--- src/rtl/calc_uart_cmd_rx.sv ---
// calc_uart_cmd_rx
//   UART (8N1, LSB first) command receiver for the calculator core.
//   A command is a header byte {sync=4'hA, opcode} optionally followed by an
//   operand byte. The opcode class decides whether an operand byte follows.
//   Once the command is complete, the staged opcode/operand are presented
//   together with a one-cycle enter strobe.
//
// Ports
//   clk        : sole clock, rising edge
//   rst_n      : asynchronous active-low reset
//   ena        : block enable; low holds both FSMs idle and masks strobes
//   rx         : asynchronous serial input, idle high
//   operand    : operand byte presented to the calculator
//   opcode     : 4-bit opcode presented to the calculator
//   enter      : one-cycle command strobe
//   busy       : byte reception or multi-byte command in progress
//   frame_err  : one-cycle pulse, stop bit sampled low
//   hdr_err    : one-cycle pulse, header sync nibble not 4'hA
module calc_uart_cmd_rx #(
  parameter int CLKS_PER_BIT = 16
) (
  input  logic       clk,
  input  logic       rst_n,
  input  logic       ena,
  input  logic       rx,
  output logic [7:0] operand,
  output logic [3:0] opcode,
  output logic       enter,
  output logic       busy,
  output logic       frame_err,
  output logic       hdr_err
);

  localparam int            CW       = $clog2(CLKS_PER_BIT) + 1;
  localparam logic [CW-1:0] BIT_MAX  = CW'(CLKS_PER_BIT - 1);
  localparam logic [CW-1:0] HALF_MAX = CW'(CLKS_PER_BIT / 2 - 1);

  typedef enum logic [1:0] {B_IDLE, B_START, B_DATA, B_STOP} byte_state_e;
  typedef enum logic [1:0] {C_WAIT_HDR, C_WAIT_OPND, C_ISSUE} cmd_state_e;

  // ---------------------------------------------------------------------------
  // Input synchronizer and falling-edge detect
  // ---------------------------------------------------------------------------
  logic       rx_s1_q, rx_s2_q, rx_prev_q, rx_prev_d;
  logic [1:0] sync_vld_q, sync_vld_d;
  logic       rx_fall;

  // sync_vld_q marks when rx_s2_q carries a real sample rather than its reset
  // value. Until then rx_prev is held at 0 so a line that is already low when
  // reset is released is not mistaken for a start-bit edge.
  always_comb begin
    sync_vld_d = {sync_vld_q[0], 1'b1};
    rx_prev_d  = rx_s2_q & sync_vld_q[1];
    rx_fall    = rx_prev_q & ~rx_s2_q;
  end

  always_ff @(posedge clk or negedge rst_n) begin
    if (!rst_n) begin
      rx_s1_q    <= 1'b1;
      rx_s2_q    <= 1'b1;
      rx_prev_q  <= 1'b0;
      sync_vld_q <= 2'b00;
    end else begin
      rx_s1_q    <= rx;
      rx_s2_q    <= rx_s1_q;
      rx_prev_q  <= rx_prev_d;
      sync_vld_q <= sync_vld_d;
    end
  end

  // ---------------------------------------------------------------------------
  // Byte FSM
  // ---------------------------------------------------------------------------
  byte_state_e   byte_q, byte_d;
  logic [CW-1:0] cnt_q, cnt_d;
  logic [2:0]    bit_idx_q, bit_idx_d;
  logic [7:0]    shreg_q, shreg_d;
  logic          byte_done;   // stop-bit sample cycle
  logic          byte_ok;     // stop bit was 1

  always_comb begin
    byte_d    = byte_q;
    cnt_d     = cnt_q;
    bit_idx_d = bit_idx_q;
    shreg_d   = shreg_q;
    byte_done = 1'b0;
    byte_ok   = 1'b0;
    case (byte_q)
      B_IDLE: begin
        cnt_d = '0;
        if (rx_fall) byte_d = B_START;
      end
      B_START: begin
        if (cnt_q == HALF_MAX) begin
          cnt_d     = '0;
          bit_idx_d = 3'd0;
          byte_d    = rx_s2_q ? B_IDLE : B_DATA;  // high at mid-start = glitch
        end else begin
          cnt_d = cnt_q + CW'(1);
        end
      end
      B_DATA: begin
        if (cnt_q == BIT_MAX) begin
          // Counter restarts from zero on each sample, so sample points stay
          // exactly one bit period apart with no accumulated drift.
          cnt_d     = '0;
          shreg_d   = {rx_s2_q, shreg_q[7:1]};
          bit_idx_d = bit_idx_q + 3'd1;
          if (bit_idx_q == 3'd7) byte_d = B_STOP;
        end else begin
          cnt_d = cnt_q + CW'(1);
        end
      end
      B_STOP: begin
        if (cnt_q == BIT_MAX) begin
          cnt_d     = '0;
          byte_done = 1'b1;
          byte_ok   = rx_s2_q;
          byte_d    = B_IDLE;
        end else begin
          cnt_d = cnt_q + CW'(1);
        end
      end
      default: byte_d = B_IDLE;
    endcase
    if (!ena) begin
      byte_d    = B_IDLE;
      cnt_d     = '0;
      byte_done = 1'b0;
      byte_ok   = 1'b0;
    end
  end

  always_ff @(posedge clk or negedge rst_n) begin
    if (!rst_n) begin
      byte_q    <= B_IDLE;
      cnt_q     <= '0;
      bit_idx_q <= 3'd0;
      shreg_q   <= 8'h00;
    end else begin
      byte_q    <= byte_d;
      cnt_q     <= cnt_d;
      bit_idx_q <= bit_idx_d;
      shreg_q   <= shreg_d;
    end
  end

  // ---------------------------------------------------------------------------
  // Command FSM
  // ---------------------------------------------------------------------------
  cmd_state_e cmd_q, cmd_d;
  logic [3:0] op_stage_q, op_stage_d;
  logic [3:0] opcode_q, opcode_d;
  logic [7:0] operand_q, operand_d;
  logic       frame_err_q, frame_err_d;
  logic       hdr_err_q, hdr_err_d;
  logic       hdr_binary;

  // Opcodes 0x0-0x4 and 0xD-0xF take an operand byte; 0x5-0xC are unary.
  assign hdr_binary = (shreg_q[3:0] <= 4'h4) || (shreg_q[3:0] >= 4'hD);

  always_comb begin
    cmd_d       = cmd_q;
    op_stage_d  = op_stage_q;
    opcode_d    = opcode_q;
    operand_d   = operand_q;
    frame_err_d = 1'b0;
    hdr_err_d   = 1'b0;
    if (byte_done && !byte_ok) begin
      frame_err_d = 1'b1;
      cmd_d       = C_WAIT_HDR;
    end else begin
      case (cmd_q)
        C_WAIT_HDR: begin
          if (byte_done) begin
            if (shreg_q[7:4] != 4'hA) begin
              hdr_err_d = 1'b1;
            end else if (hdr_binary) begin
              op_stage_d = shreg_q[3:0];
              cmd_d      = C_WAIT_OPND;
            end else begin
              // Unary: operand output keeps its previous value.
              opcode_d = shreg_q[3:0];
              cmd_d    = C_ISSUE;
            end
          end
        end
        C_WAIT_OPND: begin
          if (byte_done) begin
            opcode_d  = op_stage_q;
            operand_d = shreg_q;
            cmd_d     = C_ISSUE;
          end
        end
        C_ISSUE: cmd_d = C_WAIT_HDR;
        default: cmd_d = C_WAIT_HDR;
      endcase
    end
    if (!ena) begin
      cmd_d       = C_WAIT_HDR;
      opcode_d    = opcode_q;
      operand_d   = operand_q;
      frame_err_d = 1'b0;
      hdr_err_d   = 1'b0;
    end
  end

  // Outputs load on the edge that enters ISSUE so the new values are already
  // visible during the enter cycle and stay put until the next command.
  always_ff @(posedge clk or negedge rst_n) begin
    if (!rst_n) begin
      cmd_q       <= C_WAIT_HDR;
      op_stage_q  <= 4'h0;
      opcode_q    <= 4'h0;
      operand_q   <= 8'h00;
      frame_err_q <= 1'b0;
      hdr_err_q   <= 1'b0;
    end else begin
      cmd_q       <= cmd_d;
      op_stage_q  <= op_stage_d;
      opcode_q    <= opcode_d;
      operand_q   <= operand_d;
      frame_err_q <= frame_err_d;
      hdr_err_q   <= hdr_err_d;
    end
  end

  assign operand   = operand_q;
  assign opcode    = opcode_q;
  assign enter     = (cmd_q == C_ISSUE) && ena;
  assign busy      = (byte_q != B_IDLE) || (cmd_q != C_WAIT_HDR);
  assign frame_err = frame_err_q & ena;
  assign hdr_err   = hdr_err_q & ena;

endmodule

--- config.mk ---
export PLATFORM = sky130hd
export DESIGN_NAME = calc_uart_cmd_rx
export DESIGN_NICKNAME = d
export VERILOG_FILES = /design/src/rtl/calc_uart_cmd_rx.sv
export SDC_FILE = /design/constraint.sdc
export NUM_CORES = 1
export LEC_CHECK = 0
export CORE_MARGIN = 2
export CORE_UTILIZATION = 58
export CTS_CLUSTER_DIAMETER = 150
export CTS_CLUSTER_SIZE = 40
export DETAILED_ROUTE_END_ITERATION = 6
export HOLD_SLACK_MARGIN = 0.05
export PLACE_DENSITY = 0.79
export SLEW_MARGIN = 5
export SYNTH_ARGS = -nofsm -noshare
export SYNTH_HDL_FRONTEND = slang
export SYNTH_SLANG_ARGS = --single-unit
--- constraint.sdc ---
create_clock -name clk -period 7.32 [get_ports clk]
set_input_delay 1.464 -clock clk [delete_from_list [all_inputs] [get_ports clk]]
set_output_delay 1.464 -clock clk [all_outputs]
set_load 0.02 [all_outputs]
Word-level counts from Yosys, hierarchy flattened --
Cells that the tools add are included.
Word-level totals: register bits 43, output and inout bits 16, input bits 4, word-level logic and storage cells 107
Operators by class: equal/unequal tests 23, reductions and logical operators 19, $add $sub $neg 2, $lt $le $gt $ge 2, muxes and demuxes 40, bitwise logic cells 7
Operator list (count):
- $mux W2 | 13
- $mux W4 | 4
- $ne A4 B4 Y1 const B | 4
- $mux W5 | 3
- $ne A3 B3 Y1 const B | 5
- $pmux W5 S3 | 1
- $mux W1 | 13
- $ne A2 B2 Y1 const B | 6
- $reduce_and A5 Y1 | 2
- $pmux W2 S4 | 1
- $pmux W4 S2 | 1
- $reduce_bool A2 Y1 | 4
- $reduce_and A7 Y1 | 1
- $eq A2 B2 Y1 const B | 3
- $mux W3 | 2
- $pmux W3 S2 | 1
- $reduce_and A3 Y1 | 2
- $add A5 B1 Y5 const B | 1
- $eq A5 B3 Y1 const B | 1
- $eq A5 B4 Y1 const B | 1
- $and A1 B1 Y1 | 4
- $eq A2 B1 Y1 const B | 2
- $ge A4 B4 Y1 const B | 1
- $le A4 B3 Y1 const B | 1
- 11 further kinds | 16

Depth between registers and ports, before layout --
Gate-level depths: netlist of the first run.
depth after elaboration 8, depth in mapped cells 8, gate-level depth less buffers 7

Worst setup path before layout of the first run --
Ideal clock, no wire load.
path type input-to-output, start point input port ena, end point output port enter, setup slack 4.008 ns, path buffers 1, data required time 5.856 ns, data arrival time 1.848 ns, cell stages on the path 2, path through buf_4 -> and3_1
Between the ends: cells in the longest elaborated chain, start to end 1
Ends and longest elaborated chain:
- from (decl) | line 24 | input logic ena,
- $logic_and A1 B1 Y1 | line 230 | assign enter = (cmd_q == C_ISSUE) && ena;
- to (decl) | line 28 | output logic enter,
Every way passes these cells.

Worst setup path after layout of the first run --
Ends and elaborated chain as after synthesis.

==> flow_summary.ini, run 1 <==
[placement]
place_hpwl_microns = 2300
gp_congestion = 0.820
portBuffers = 19

[power_and_ir_drop]
cellLeakagePower_uw = 0.00110
ir_worst_vdd_uv = 136
powerDensity_nw_per_um2 = 172

[sta]
rsz0062_at_grt = false
hold_viol_final = 0
max_freq_mhz = 228
finalClockSkew_ns = 0.00326
relSlewSlack_pct = 38.8
fin_crit_ns = 4.39
worst_pin_slew_ns = 0.911
timing.setup.tns_ns = 0
final-max-slew-violation-count = 0
finalSetupViolCount = 0
finalCritPeriodShare_pct = 60.0

[clock_tree]
clkTransAtPathRegs_ns = 0.12
postCtsSetupBuffers = 0
post_cts_resized = 0
cts_buffers = 5
clk-insertion-delay-late_ns = 0.34
cts.root.buffer_cell = clkbuf_4
cts_hold_buf = 0
cts.path.max_buffers = 2
cts_tree = done
h-tree-depth = 2
clock-sinks = 43

[global_routing]
grt_remaining_overflow = 0
antenna_found_initial = 0
grt_pass1_wl_microns = 5320
first_global_vias = 1170
grt_usage_pct = 19.9
grt_start_max_net_pins = 44

[drt]
postRouteAntennaNets = 0
drt_iter0_drc = 48
drc_errors = 0
viasPerCell = 5.54
wl_microns = 3260
num_vias = 1219
first_pass_iters = 4
post_drt_wl_per_cell_microns = 14.8

[yosys]
syn_avg_cell_area_sq_um = 12.6
synth_commonest_cells = dfrtp_1 (41), mux2_2 (24), nand2_1 (9), nor2_1 (8), o21ai_0 (8)
yosysTopAreaCell = dfrtp_1
synth_ff_type = dfrtp_1
synthArstFlopShare_pct = 100
synth_cell_type_count = 39
ys_ff_latch = 43
synth.net_count = 164
syn-cell-area_sq_um = 1940
yosys_warnings = 0
yosysMostFrequentCell = dfrtp_1
synthTopCellsByArea = dfrtp_1 (53%), mux2_2 (14%), ha_1 (3.9%)
synth-seq-area-share_pct = 55.7
synth_top_area_share_pct = 53.0
syn_inst = 154
synth_edf_count = 0

[worst_setup_path]
critPathCaptureType = primary output
crit_required_ns = 5.86
worstRegToRegCells = 7
crit_path_start_kind = primary input
cp.arrival_ns = 2.93
worst-setup-path-type = primary input to primary output
crit_path_max_fanout = 10

[min_path]
hp-class = register to register
hold_depth = 0

[die]
die_h_microns = 61.8
initial_core_util_pct = 62.4
dieArea_sq_um = 3820
dieWidth_microns = 61.8
rows = 20
core_area_sq_um = 3100
io_pins = 20

[outcome]
outcome = completed

[cells_and_area]
drive_above_1_share_pct = 23.9
nets = 185
n_antenna_cell = 0
post-route-util_pct = 71.4
syn_to_final_growth_pct = 14.4

[flow_run]
maxCapViolations = 0
registers in the layout (all words and copies together), names as in the netlist:
name and flops:
op_stage_q 4, rx_prev_q 1, frame_err_q 1, operand 8, opcode 4, sync_vld_q 2, byte_q 2, cnt_q 5
hdr_err_q 1, cmd_q 2, shreg_q 8, rx_s1_q 1, bit_idx_q 3, rx_s2_q 1
layout by cell type (no fill, tap or decap), types with 2 or more instances in the layout:
master	count
a21boi_0	2
a21oi_1	4
a22oi_1	2
and2_1	3
and3_1	3
clkbuf_4	5
clkbuf_8	2
clkdlybuf4s50_1	18
dfrtp_1	41
dfstp_2	2
ha_1	6
inv_1	6
mux2_2	24
mux2_4	4
nand2_1	9
nand3_1	3
nor2_1	8
nor2b_1	2
o21ai_0	8
xor2_1	2
routing by layer:
metal | part of all wire (%) | vias up | track usage [%]
met5 | 0 | - | 0
met4 | 1.7 | 0 | 9.12
met3 | 2.9 | 8 | 4.35
met2 | 51 | 24 | 32.5
met1 | 44 | 607 | 25.4
li1 | - | 580 | -
critical path, stage by stage:
cell             delay (ns)
clkdlybuf4s50_1        0.64
and3_1                 0.22
clkdlybuf4s50_1        0.60
worst paths after layout:
| kind | startpoint | to | slack [ns] |
|---|---|---|---|
| setup / recovery | ena | enter | 2.93 |
| hold / removal | rx_s1_q | rx_s2_q | 0.36 |
| setup reg to reg | cnt_q[0] | op_stage_q[3] | 4.63 |
| hold reg to reg | rx_s1_q | rx_s2_q | 0.36 |
| max in group asynchronous | rst_n | opcode[3] | 5.52 |
| min in group asynchronous | rst_n | opcode[2] | 1.24 |
report_power, final:
| group | internal [uW] | switching, uW |
|---|---|---|
| Sequential | 240 | 2.07 |
| Combinational | 2.97 | 6.92 |
| Clock | 56.6 | 72.0 |
cells by family (layout without fill, tap and decap cells):
family	Yosys count	count (layout)	share of synthesized area [%]
flip-flops	43	43	55.7
multiplexers	28	28	17.1
other	1	1	0.194
XOR/XNOR	3	3	1.36
AO/OA/AOI/OAI	22	22	7.11
buffers and inverters	11	33	2.71
adder cells (fa/ha/maj)	6	6	3.88
AND/OR/NAND/NOR	40	40	12.0
stage by stage:
| step | std cells | setup WS (ns) | cell area, sq um | hold WS [ns] | total power, uW |
|---|---|---|---|---|---|
| 2_1_floorplan | 154 | 4.01 | 1940 | 0.331 | 250 |
| 3_3_place_gp | 212 | 2.96 | 2150 | 0.335 | 256 |
| 3_5_place_dp | 212 | 2.93 | 2150 | 0.351 | 257 |
| 4_1_cts | 220 | 2.93 | 2220 | 0.364 | 385 |
| 5_1_grt | 220 | 2.87 | 2220 | 0.372 | 397 |
| 6_report | 220 | 2.93 | 2220 | 0.365 | 380 |
final cells by class:
class	count	area [sq um]
fillers	251	887
inverters	6	22.5
flip-flops and latches	43	1080
repair buffers	19	185
well taps	44	55.1
clock buffers	8	68.8
multi-input cells	100	806
Power figures use the tool's default switching activity.
==> inputs of run 2 (changes only) <==
CORE_UTILIZATION = 50   (was 58)
PLACE_DENSITY = 0.72   (was 0.79)
clock period = 3.8 ns   (was 7.32 ns; I/O delays follow)
==> flow_summary.ini, run 2 (synthesis results as in run 1) <==
[worst_setup_path]
r2r-start = cnt_q[0]
slowest_stage = clkdlybuf4s50_1
crit_path_start_kind = primary input
worst-setup-path-type = primary input to primary output
cp_top_family = buffers and inverters
crit_required_ns = 3.04
crit_top_cell = clkdlybuf4s50_1
cp.buffers_inverters = 2
crit_path_max_incr_delay_ns = 0.65
crit_chain = clkdlybuf4s50_1 > and3_1 > clkdlybuf4s50_1
startpoint = ena
worstRegToRegCells = 7
worst-r2r-setup-slack_ns = 1.12
critPathCaptureType = primary output
crit_path_max_fanout = 10
r2r_end = op_stage_q[0]
cp.arrival_ns = 2.23

[drt]
first_pass_iters = 4
post_drt_wl_per_cell_microns = 14.2
num_vias = 1171
wl_microns = 3200
drt_iter0_drc = 41
viasPerCell = 5.20
postRouteAntennaNets = 0
drc_errors = 0

[cells_and_area]
nets = 186
n_antenna_cell = 0
drive_above_1_share_pct = 24.9
layout_common_cells = dfrtp_1 (41), mux2_2 (24), clkdlybuf4s50_1 (18)
post-route-util_pct = 62.2
syn_to_final_growth_pct = 18.5
mostFrequentLayoutCell = dfrtp_1

[outcome]
outcome = completed

[power_and_ir_drop]
total_power_uw = 898
ir_worst_vdd_uv = 212
cellLeakagePower_uw = 0.00113
powerDensity_nw_per_um2 = 391

[die]
dieArea_sq_um = 4390
io_pins = 20
initial_core_util_pct = 52.5
core_area_sq_um = 3690
rows = 22
dieWidth_microns = 66.2
die_h_microns = 66.2

[clock_tree]
cts.root.buffer_cell = clkbuf_8
cts_buffers = 5
clkTransAtPathRegs_ns = 0.07
cts_hold_buf = 0
clk-insertion-delay-late_ns = 0.29
clock-sinks = 43
postCtsSetupBuffers = 0
cts_tree = done
post_cts_resized = 0
cts.path.max_buffers = 2
h-tree-depth = 2

[sta]
finalCritPeriodShare_pct = 78.7
timing.setup.tns_ns = 0
relSlewSlack_pct = 38.8
holdWs_ns = 0.363
rsz0062_at_grt = false
final-max-slew-violation-count = 0
hold_viol_final = 0
worst_pin_slew_ns = 0.917
finalSetupViolCount = 0
fin_crit_ns = 2.99
max_freq_mhz = 334
finalClockSkew_ns = 0.00495

[flow_run]
maxCapViolations = 0

[placement]
place_hpwl_microns = 2200
gp_congestion = 0.706
portBuffers = 19

[global_routing]
grt_start_max_net_pins = 44
grt_usage_pct = 17.2
grt_remaining_overflow = 0
grt_pass1_wl_microns = 5670
first_global_vias = 1211
antenna_found_initial = 0

[min_path]
worst_hold_startpoint = rx_s1_q
hold_end = rx_s2_q
hold_depth = 0
hp-class = register to register
-- run 2: cell count changes in the layout (fill, tap and decap cells not counted) --
| cell | delta |
|---|---|
| buf_4 | +1 |
| bufinv_16 | +2 |
| clkbuf_1 | -1 |
| clkbuf_4 | -5 |
| clkbuf_8 | +3 |
| clkinvlp_4 | +1 |
-- run 2: worst max path at each step --
stage / endpoint / slack [ns] / cells after the start
after floorplan: op_stage_q[0] / 1.41 / 8
final: enter / 0.81 / 3
after global placement: enter / 0.82 / 3
after detailed placement: enter / 0.79 / 3
after global routing: enter / 0.75 / 3
after CTS: enter / 0.80 / 3
-- run 2: final cells by class --
type	instances	area, sq um
timing repair buffer	20	193
sequential	43	1080
fill	291	1390
tap	48	60.1
multi-input combinational	100	806
clock inverter	3	67.6
clock buffer	5	68.8
inverter	6	22.5
-- run 2: per-layer routing --
metal	global-route usage, %	wire, microns
met1	23.5	1520
met2	27.1	1540
met3	4.60	110
met4	4.59	27
met5	0	0
-- run 2: power breakdown --
part           switching [uW]  leakage [uW]  internal [uW]
combinational            13.5      0.000481           5.73
clock                     151     0.0000644            262
sequential               4.03      0.000588            462
-- run 2: worst reg2reg max path: stages (launching register included) --
cell and delay, ns:
dfrtp_1 0.37, ha_1 0.22, and3_1 0.23, ha_1 0.40
nand2_2 0.12, or4_1 0.50, or3_4 0.43, mux2_4 0.31
-- run 2: per-stage QoR --
step                setup slack [ns]  instance area [sq um]  std cells
floorplan                       1.41                   1940        154
finish                         0.808                   2300        225
detailed placement             0.794                   2160        217
global route                   0.748                   2300        225
global placement               0.817                   2160        217
CTS                            0.799                   2300        225
==> inputs of run 3 (changes only) <==
CORE_UTILIZATION = 55   (was 50)
PLACE_DENSITY = 0.76   (was 0.72)
clock period = 2.9 ns   (was 3.8 ns; I/O delays follow)
==> flow_summary.ini, run 3 (synthesis results as in run 1) <==
[power_and_ir_drop]
powerDensity_nw_per_um2 = 455
cellLeakagePower_uw = 0.00112
ir_worst_vdd_uv = 293

[clock_tree]
h-tree-depth = 2
cts.path.max_buffers = 2
clock-sinks = 43
clk-insertion-delay-late_ns = 0.35
cts_hold_buf = 0
cts.root.buffer_cell = clkbuf_4
clkTransAtPathRegs_ns = 0.12
cts_buffers = 5
post_cts_resized = 0
postCtsSetupBuffers = 0
cts_tree = done

[drt]
postRouteAntennaNets = 0
num_vias = 1258
viasPerCell = 5.62
drc_errors = 0
post_drt_wl_per_cell_microns = 15.0
drt_iter0_drc = 95
first_pass_iters = 4
wl_microns = 3360

[worst_setup_path]
worst-setup-path-type = primary input to primary output
crit_required_ns = 2.32
r2r_end = op_stage_q[2]
worst-r2r-setup-slack_ns = 0.37
worstRegToRegCells = 7
critPathCaptureType = primary output
r2r-start = cnt_q[0]
crit_path_max_fanout = 10
crit_path_start_kind = primary input
cp.arrival_ns = 2.04

[cells_and_area]
final.fill_count = 279
syn_to_final_growth_pct = 16.2
nets = 187
seqCellArea_sq_um = 1080
drive_above_1_share_pct = 25.3
post-route-util_pct = 66.9
mostFrequentLayoutCell = dfrtp_1
n_antenna_cell = 0
multiInputGateArea_sq_um = 806
layout_common_cells = dfrtp_1 (41), mux2_2 (24), clkdlybuf4s50_1 (18)

[sta]
finalClockSkew_ns = 0.00877
rsz0062_at_grt = false
hold_viol_final = 0
finalSetupViolCount = 0
timing.setup.tns_ns = 0
finalCritPeriodShare_pct = 90.4
fin_crit_ns = 2.62
fin_ws_ns = 0.277
final-max-slew-violation-count = 0
max_freq_mhz = 381
worst_pin_slew_ns = 0.925
relSlewSlack_pct = 38.3

[die]
core_area_sq_um = 3360
dieArea_sq_um = 4010
initial_core_util_pct = 57.6
die_h_microns = 63.3
dieWidth_microns = 63.3
rows = 21
io_pins = 20

[placement]
portBuffers = 19
pre_cts_slack_ns = 0.153
gp_congestion = 0.793
place_hpwl_microns = 2320

[global_routing]
first_global_vias = 1359
grt_pass1_wl_microns = 6110
grt_remaining_overflow = 0
grt_usage_pct = 19.6
grt_start_max_net_pins = 44
antenna_found_initial = 0

[outcome]
outcome = completed

[flow_run]
maxCapViolations = 0

[min_path]
hp-class = primary input to async pin
==> run 3: changes by cell type in the layout (fill, tap and decap cells not counted), sizes merged <==
| cell | delta |
|---|---|
| buf | +1 |
| bufinv | -1 |
| clkbuf | +1 |
| clkinv | +1 |
| clkinvlp | -1 |
==> run 3: cell type report <==
cell class / count / area share [%]
Clock buffer: 6 / 2.28
Clock inverter: 2 / 1.56
Inverter: 6 / 1.00
Multi-Input combinational cell: 100 / 35.8
Sequential cell: 43 / 47.9
Tap cell: 46 / 2.56
Timing Repair Buffer: 21 / 8.89
==> run 3: through the flow <==
step	hold WS, ns	power (uW)	instance area, sq um	cells
2_1_floorplan	0.284	630	1940	154
3_3_place_gp	0.332	647	2160	216
4_1_cts	0.365	1040	2250	224
6_report	0.351	1020	2250	224
5_1_grt	0.376	1070	2250	224
3_5_place_dp	0.336	648	2160	216
==> run 3: power breakdown <==
part | total [uW] | internal [uW] | switching, uW
clock network | 389 | 204 | 185
registers | 611 | 605 | 5.70
logic | 25.1 | 7.47 | 17.6
total | 1020 | 816 | 208
==> run 3: worst max-delay path, cell delays in order <==
cell and delay, ns:
clkdlybuf4s50_1 0.65, and3_1 0.21, clkdlybuf4s50_1 0.60
==> run 3: per-layer routing <==
layer	part of all wire, %	vias to the layer above	global-route usage, %
met2	51	31	33.3
met1	43	638	23.7
met4	1.9	0	7.61
li1	-	582	-
met3	3.8	7	5.36
met5	0	-	0
==> run 3: worst max-delay path by stage <==
stage,start,to,slack [ns],cells after the start
after global placement,ena,op_stage_q[3],0.23,5
after CTS,ena,enter,0.28,3
after global routing,cnt_q[0],op_stage_q[2],0.22,7
after detailed placement,ena,op_stage_q[0],0.15,5
after floorplan,cnt_q[0],op_stage_q[0],0.51,8
final,ena,enter,0.28,3
